--- src/rtl/spi_slave.sv ---
// Mode-0, MSB-first byte-oriented SPI responder with oversampled pins and a valid/ready tx port.
// Optional one-entry transmit holding register: define SPI_SLAVE_TXBUF_EN.
module spi_slave #(
   parameter int          SYNC_STAGES = 2,
   parameter logic [7:0]  DEFAULT_TX  = 8'hFF
) (
   input  logic       clk,
   input  logic       rst,
   input  logic       ss_n_i,
   input  logic       sck_i,
   input  logic       mosi_i,
   output logic       miso_o,
   output logic       miso_oe_o,
   input  logic [7:0] tx_data_i,
   input  logic       tx_valid_i,
   output logic       tx_ready_o,
   output logic [7:0] rx_data_o,
   output logic       rx_valid_o,
   output logic       busy_o,
   output logic       underrun_o
);

   typedef enum logic [0:0] {IDLE = 1'b0, ACTIVE = 1'b1} state_e;

   logic [SYNC_STAGES-1:0] ss_sync_q, sck_sync_q, mosi_sync_q;
   logic                   ss_hist_q, sck_hist_q, mosi_hist_q;
   logic                   sel_fall_q, sel_rise_q, sck_rise_q, sck_fall_q;

   state_e      state_q;
   logic [2:0]  cnt_q;
   logic [7:0]  tx_sh_q;
   logic [6:0]  rx_sh_q;
   logic [7:0]  rx_data_q;
   logic        rx_valid_q, underrun_q, miso_q, oe_q;

   logic        load_s;
   logic [7:0]  tx_byte_s;
   logic        underrun_d;

`ifdef SPI_SLAVE_TXBUF_EN
   logic [7:0]  hold_q;
   logic        hold_empty_q;
`endif

   // Pin synchronizers plus one history stage; edge pulses are registered.
   always_ff @(posedge clk) begin
      if (rst) begin
         ss_sync_q   <= {SYNC_STAGES{1'b1}};
         sck_sync_q  <= {SYNC_STAGES{1'b0}};
         mosi_sync_q <= {SYNC_STAGES{1'b0}};
         ss_hist_q   <= 1'b1;
         sck_hist_q  <= 1'b0;
         mosi_hist_q <= 1'b0;
         sel_fall_q  <= 1'b0;
         sel_rise_q  <= 1'b0;
         sck_rise_q  <= 1'b0;
         sck_fall_q  <= 1'b0;
      end else begin
         ss_sync_q   <= {ss_sync_q[SYNC_STAGES-2:0], ss_n_i};
         sck_sync_q  <= {sck_sync_q[SYNC_STAGES-2:0], sck_i};
         mosi_sync_q <= {mosi_sync_q[SYNC_STAGES-2:0], mosi_i};
         ss_hist_q   <= ss_sync_q[SYNC_STAGES-1];
         sck_hist_q  <= sck_sync_q[SYNC_STAGES-1];
         mosi_hist_q <= mosi_sync_q[SYNC_STAGES-1];
         sel_fall_q  <= ss_hist_q & ~ss_sync_q[SYNC_STAGES-1];
         sel_rise_q  <= ~ss_hist_q & ss_sync_q[SYNC_STAGES-1];
         sck_rise_q  <= ~sck_hist_q & sck_sync_q[SYNC_STAGES-1];
         sck_fall_q  <= sck_hist_q & ~sck_sync_q[SYNC_STAGES-1];
      end
   end

   // Load-point detection and tx source selection.
   always_comb begin
      load_s     = 1'b0;
      tx_byte_s  = DEFAULT_TX;
      underrun_d = 1'b0;
      case (state_q)
         IDLE:    load_s = sel_fall_q;
         ACTIVE:  load_s = sck_fall_q & ~sel_rise_q & (cnt_q == 3'd0);
         default: load_s = 1'b0;
      endcase
`ifdef SPI_SLAVE_TXBUF_EN
      if (!hold_empty_q) begin
         tx_byte_s = hold_q;
      end else if (tx_valid_i) begin
         tx_byte_s = tx_data_i;
      end else begin
         underrun_d = load_s;
      end
`else
      if (tx_valid_i) begin
         tx_byte_s = tx_data_i;
      end else begin
         underrun_d = load_s;
      end
`endif
   end

`ifdef SPI_SLAVE_TXBUF_EN
   // Holding register: drained by a load, refilled only when no load competes (bypass wins).
   always_ff @(posedge clk) begin
      if (rst) begin
         hold_q       <= 8'h00;
         hold_empty_q <= 1'b1;
      end else if (load_s && !hold_empty_q) begin
         hold_empty_q <= 1'b1;
      end else if (tx_valid_i && hold_empty_q && !load_s) begin
         hold_q       <= tx_data_i;
         hold_empty_q <= 1'b0;
      end
   end

   assign tx_ready_o = hold_empty_q;
`else
   assign tx_ready_o = load_s;
`endif

   // Transfer FSM; a deselect takes priority over a coincident sck edge.
   always_ff @(posedge clk) begin
      if (rst) begin
         state_q    <= IDLE;
         cnt_q      <= 3'd0;
         tx_sh_q    <= 8'h00;
         rx_sh_q    <= 7'h00;
         rx_data_q  <= 8'h00;
         rx_valid_q <= 1'b0;
         underrun_q <= 1'b0;
         miso_q     <= 1'b0;
         oe_q       <= 1'b0;
      end else begin
         rx_valid_q <= 1'b0;
         underrun_q <= underrun_d;
         case (state_q)
            IDLE: begin
               if (sel_fall_q) begin
                  state_q <= ACTIVE;
                  oe_q    <= 1'b1;
                  miso_q  <= tx_byte_s[7];
                  tx_sh_q <= {tx_byte_s[6:0], 1'b0};
                  if (sck_rise_q) begin
                     rx_sh_q <= {rx_sh_q[5:0], mosi_hist_q};
                     cnt_q   <= 3'd1;
                  end else begin
                     cnt_q   <= 3'd0;
                  end
               end else begin
                  miso_q <= 1'b0;
                  oe_q   <= 1'b0;
                  cnt_q  <= 3'd0;
               end
            end
            ACTIVE: begin
               if (sel_rise_q) begin
                  state_q <= IDLE;
                  oe_q    <= 1'b0;
                  miso_q  <= 1'b0;
                  cnt_q   <= 3'd0;
               end else if (sck_rise_q) begin
                  rx_sh_q <= {rx_sh_q[5:0], mosi_hist_q};
                  cnt_q   <= cnt_q + 3'd1;
                  if (cnt_q == 3'd7) begin
                     rx_data_q  <= {rx_sh_q, mosi_hist_q};
                     rx_valid_q <= 1'b1;
                  end
               end else if (load_s) begin
                  miso_q  <= tx_byte_s[7];
                  tx_sh_q <= {tx_byte_s[6:0], 1'b0};
               end else if (sck_fall_q) begin
                  miso_q  <= tx_sh_q[7];
                  tx_sh_q <= {tx_sh_q[6:0], 1'b0};
               end
            end
            default: state_q <= IDLE;
         endcase
      end
   end

   assign miso_o     = miso_q;
   assign miso_oe_o  = oe_q;
   assign busy_o     = oe_q;
   assign rx_data_o  = rx_data_q;
   assign rx_valid_o = rx_valid_q;
   assign underrun_o = underrun_q;

endmodule
--- config.mk ---
export PLATFORM = sky130hd
export DESIGN_NAME = spi_slave
export DESIGN_NICKNAME = d
export VERILOG_FILES = /design/src/rtl/spi_slave.sv
export SDC_FILE = /design/constraint.sdc
export NUM_CORES = 1
export LEC_CHECK = 0
export CORE_ASPECT_RATIO = 1.1
export CORE_UTILIZATION = 46
export DETAILED_ROUTE_END_ITERATION = 16
export PLACE_DENSITY_LB_ADDON = 0.2
export SYNTH_ARGS = -nofsm -noshare
export SYNTH_HDL_FRONTEND = slang
export SYNTH_SLANG_ARGS = --single-unit
--- constraint.sdc ---
create_clock -name clk -period 1.56 [get_ports clk]
set_clock_uncertainty 0.1 [all_clocks]
set_input_delay 0.156 -clock clk [delete_from_list [all_inputs] [get_ports clk]]
set_output_delay 0.156 -clock clk [all_outputs]
set_load 0.02 [all_outputs]
======== After elaboration in Yosys (flattened, before gate mapping) ========
Cells that the tools add are included.
storage, ports and cells
  logic and storage cells ................. 78
  bits in registers ....................... 44
  input port bits ......................... 14
cells by class
  muxes and demuxes ....................... 29
  add/sub/neg operators ................... 1
  reductions and logical operators ........ 7
  equal/unequal tests ..................... 9
  bitwise operators ....................... 13
operators by type and width
  kind                   count
  $mux W8                6
  $mux W7                3
  $pmux W8 S2            1
  $pmux W7 S2            1
  $mux W1                10
  $mux W3                3
  $ne A3 B3 Y1 const B   3
  $ne A2 B2 Y1 const B   4
  $pmux W1 S2            4
  $reduce_and A4 Y1      2
  $not A1 Y1             7
  $and A1 B1 Y1          6
  $pmux W3 S2            1
  $ne A4 B4 Y1 const B   1
  $reduce_and A2 Y1      2
  $reduce_or A4 Y1       1
  $add A3 B1 Y3 const B  1
  $eq A3 B3 Y1 const B   1
  $logic_not A3 Y1       1
  $reduce_or A2 Y1       1

======== Logic depth before layout (Yosys ltp) ========
  word-level depth ........................ 8
  mapped depth ............................ 6
  gate-level depth less buffers ........... 6

======== Least setup slack after synthesis ========
OpenSTA, ideal clock, no wires.
  path type ............................... reg-to-reg
  start ................................... register cnt_q[0]
  end ..................................... register tx_sh_q[2]
  arrival time ............................ 1.276 ns
  period minus slack after synthesis ...... 1.510 ns
  buffers on the path ..................... 0
  setup slack ............................. 0.050 ns
  data required time ...................... 1.326 ns
  cell stages (with the launch flop) ...... 7
  cell sequence ........................... dfxtp_1 -> inv_1 -> ha_1 -> and4bb_4 -> or2b_4 -> o221ai_1 -> a21oi_1
on the way
  word-level cells in the longest chain between the ends .. 7
  elaborated cells on any way between the ends .. 9
  those cells by class .................... eq/ne (1); mux (5); bitwise (1); reduce/logical (2)
RTL lines
  what                    line  text
  start, declared         30    logic [2:0] cnt_q;
  start signal, assigned  160   cnt_q <= cnt_q + 3'd1;
  $logic_not A3 Y1 (*)    79    ACTIVE: load_s = sck_fall_q & ~sel_rise_q & (cnt_q == 3'd0);
  $and A1 B1 Y1 (*)       79
  $pmux W1 S2 (*)         77    case (state_q)
  $mux W8                 165   end else if (load_s) begin
  $mux W8                 158   end else if (sck_rise_q) begin
  $mux W8                 153   if (sel_rise_q) begin
  $pmux W8 S2             133   case (state_q)
  end signal, assigned    139   tx_sh_q <= {tx_byte_s[6:0], 1'b0};
  end signal, assigned    167   tx_sh_q <= {tx_byte_s[6:0], 1'b0};
  end signal, assigned    170   tx_sh_q <= {tx_sh_q[6:0], 1'b0};
  end, declared           31    logic [7:0] tx_sh_q;
Mark *: on every way between the ends. The rest lies on a longest branch, timed or not. The select of a mux whose other input is x is not followed.
A chain may end at the register's enable or synchronous reset.

======== Worst setup path in the final report ========
  start ................................... register cnt_q[0]
  end ..................................... register tx_sh_q[5]
Same word-level chain as after synthesis.

==> impl_metrics.env <==
export IMPL_tightest_slew_ps=321
export IMPL_cp_data_required_time_ps=1710
export IMPL_cts_tree="built"
export IMPL_grt_pass1_wl_mm=5.04
export IMPL_routed_wl_mm=3.10
export IMPL_detail_route_wl_per_cell_um=12.3
export IMPL_num_rows=22
export IMPL_grt_antenna_before_repair=0
export IMPL_max_stage_delay_ps=360
export IMPL_setup_violations_final=7
export IMPL_async_flop_share_pct=0
export IMPL_ys_seq_area_share_pct=53.0
export IMPL_syn_num_nets=181
export IMPL_worstSetupPathType="reg -> reg"
export IMPL_cp_depth=7
export IMPL_dpl_cell_area_um2=2000
export IMPL_leakagePower_nw=0.933
export IMPL_cts_hold_buffers=0
export IMPL_dieArea_um2=3770
export IMPL_ys_seq_elements=43
export IMPL_cpLargestDelayFamily="simple AND/OR/NAND/NOR gates"
export IMPL_post_place_ws_ps=-152
export IMPL_n_fill_cell=281
export IMPL_synth_avg_cell_area_um2=9.90
export IMPL_p_per_area_nw_per_um2=950
export IMPL_hpwl_mm=1.94
export IMPL_timing_final_crit_share_pct=106
export IMPL_end_kind="flip-flop"
export IMPL_ys_types=34
export IMPL_syn_area_um2=1620
export IMPL_r2r_cells=7
export IMPL_synth_commonest_cells="43 x dfxtp_1, 25 x nand2_1, 15 x a21oi_1"
export IMPL_fin_crit_ps=1650
export IMPL_start_kind="flip-flop"
export IMPL_synth_warnings=0
export IMPL_path_buf_inv=2
export IMPL_postSynthCellCount=164
export IMPL_yosys_cell_count_top_type="dfxtp_1"
export IMPL_worst_slew_margin_rel_pct=78.5
export IMPL_cp_cell_sequence="inv_2, ha_4, and4bb_4, buf_6, or2b_4, o221ai_2, a21oi_1"
export IMPL_drt_iter0_drc=36
export IMPL_syn2layout_area_growth_pct=37.0
export IMPL_port_buffer_count=27
export IMPL_final_nets=219
export IMPL_cts_clk_slew_worst_paths_ps=120
export IMPL_drt_pass1_iterations=4
export IMPL_fmax_ghz=0.605
export IMPL_slew_viol_final=0
export IMPL_routed_via_density=4.83
export IMPL_drc=0
export IMPL_grt_pass1_vias=1188
export IMPL_violations="negative setup slack"
export IMPL_h_tree_depth=2
export IMPL_vias=1213
export IMPL_synth_edff_count=0
export IMPL_cp_arrival_ps=1800
export IMPL_gp_congestion=0.793
export IMPL_synth_top_area_share_pct=53.0
export IMPL_stdcell_area_um2=2220
export IMPL_grt_max_degree=34
export IMPL_yosysTopAreaCell="dfxtp_1"
export IMPL_maxCapViolations=0
export IMPL_cts_buffer_depth=2
export IMPL_grt_total_usage_pct=18.2
export IMPL_n_antenna_cell=0
export IMPL_die_x_um=58.7
export IMPL_post_route_worst_setup_slack_ps=-93.2
export IMPL_r2r_setup_slack_ps=-90
export IMPL_root_buffer="clkbuf_4"
export IMPL_rsz0062_at_grt="true"
export IMPL_synth_area_leaders="dfxtp_1 53%, nand2_1 5.8%, mux2i_1 5.5%, a21oi_1 4.6%, o221ai_1 3.2%"
export IMPL_status="complete, but fails checks"
export IMPL_drive_above_1_share_pct=24.6
export IMPL_cts_buffers=5
export IMPL_regArea_um2=863
export IMPL_core_area_um2=3360
export IMPL_io_pins=28
export IMPL_grt_overflow=0
export IMPL_ir_drop_v=0.000643
export IMPL_die_y_um=64.3
export IMPL_cts_sinks=43
export IMPL_clock_latency_ps=360
export IMPL_multiInputGateArea_um2=812
export IMPL_whs_path_depth=2
export IMPL_crit_slowest_cell="dfxtp_2"
export IMPL_ant_nets=0
export IMPL_initial_utilization_pct=48.4
export IMPL_hold_violations=0
export IMPL_min_path_type="in -> reg"
export IMPL_synth_ff_type="dfxtp_1"
export IMPL_cp_max_fo=7
==> report_power, final <==
group | internal, W | switching (W) | leakage (nW)
Sequential | 0.00112 | 0.0000107 | 0.350
Clock | 0.000500 | 0.000352 | 0.0525
Combinational | 0.0000709 | 0.0000624 | 0.531
==> worst register-to-register path, cell delays in order, from the launching register on <==
cell	delay [ps]
dfxtp_2	360
inv_2	40
ha_4	140
and4bb_4	190
buf_6	120
or2b_4	300
o221ai_2	210
a21oi_1	90
==> cell type report <==
cell class | instances | share of cell area (%)
clock buffer | 6 | 1.86
multi-input combinational | 108 | 36.5
clock inverter | 2 | 2.70
timing repair buffer | 39 | 16.6
inverter | 5 | 0.844
tap | 48 | 2.70
sequential | 43 | 38.8
==> logic make-up (layout without fill, tap and decap cells) <==
family | Yosys count | in the layout | synth area share, %
AO/OA/AOI/OAI | 30 | 30 | 14.0
XOR/XNOR | 1 | 1 | 0.539
adder cells (fa/ha/maj) | 3 | 3 | 2.31
buffers and inverters | 14 | 52 | 4.47
flip-flops | 43 | 43 | 53.0
multiplexers | 10 | 10 | 6.24
AND/OR/NAND/NOR | 63 | 64 | 19.4
==> per-layer routing <==
metal / vias up / GRT usage (%) / wire, µm
li1: 634 / - / -
met1: 549 / 20.1 / 1400
met2: 24 / 30.7 / 1500
met3: 6 / 6.07 / 131
met4: 0 / 8.93 / 57
met5: - / 0 / 0
==> cells in the final DEF (no fill, tap or decap), types with 2 or more instances in the layout <==
cell type,instances
dfxtp_1,41
nand2_1,24
a21oi_1,14
nor2_1,13
clkdlybuf4s50_1,13
dlygate4sd2_1,11
buf_4,10
mux2i_1,9
nor2b_1,8
o221ai_2,6
clkbuf_4,5
or2_2,3
inv_1,3
nor3b_1,3
ha_4,3
inv_2,2
a21o_1,2
nor3_1,2
o21ai_4,2
nand2b_1,2
bufinv_16,2
dfxtp_2,2
dlymetal6s2s_1,2
buf_6,2
==> stage by stage <==
step	hold WS [ps]	util [%]	power [W]	TNS (ps)	instances
after floorplan	132	-	0.00121	0	164
after global placement	290	59.4	0.00127	-414	241
after detailed placement	299	59.4	0.00127	-752	241
after CTS	230	62.8	0.00212	-579	249
after global routing	218	66.2	0.00220	-1030	251
final	237	66.2	0.00211	-407	251
==> what timing repair did <==
item	4_1_cts	5_1_grt
pin swaps	3	6
buffers inserted	0	1
gates cloned	0	1
gates resized for setup	26	19
setup endpoints to repair	25	23
==> state kept, by name (all words and copies together), names as in the netlist, 2 cells and up <==
name         flops
mosi_sync_q      2
rx_data_o        8
sck_sync_q       2
ss_sync_q        2
cnt_q            3
rx_sh_q          7
tx_sh_q          7
==> path summary, 6_finish.rpt <==
kind	startpoint	endpoint
min	sck_i	sck_sync_q[0]
max	cnt_q[0]	tx_sh_q[5]
min reg2reg	sck_hist_q	sck_rise_q
max reg2reg	cnt_q[0]	tx_sh_q[5]
(Power assumes the default switching activity.)
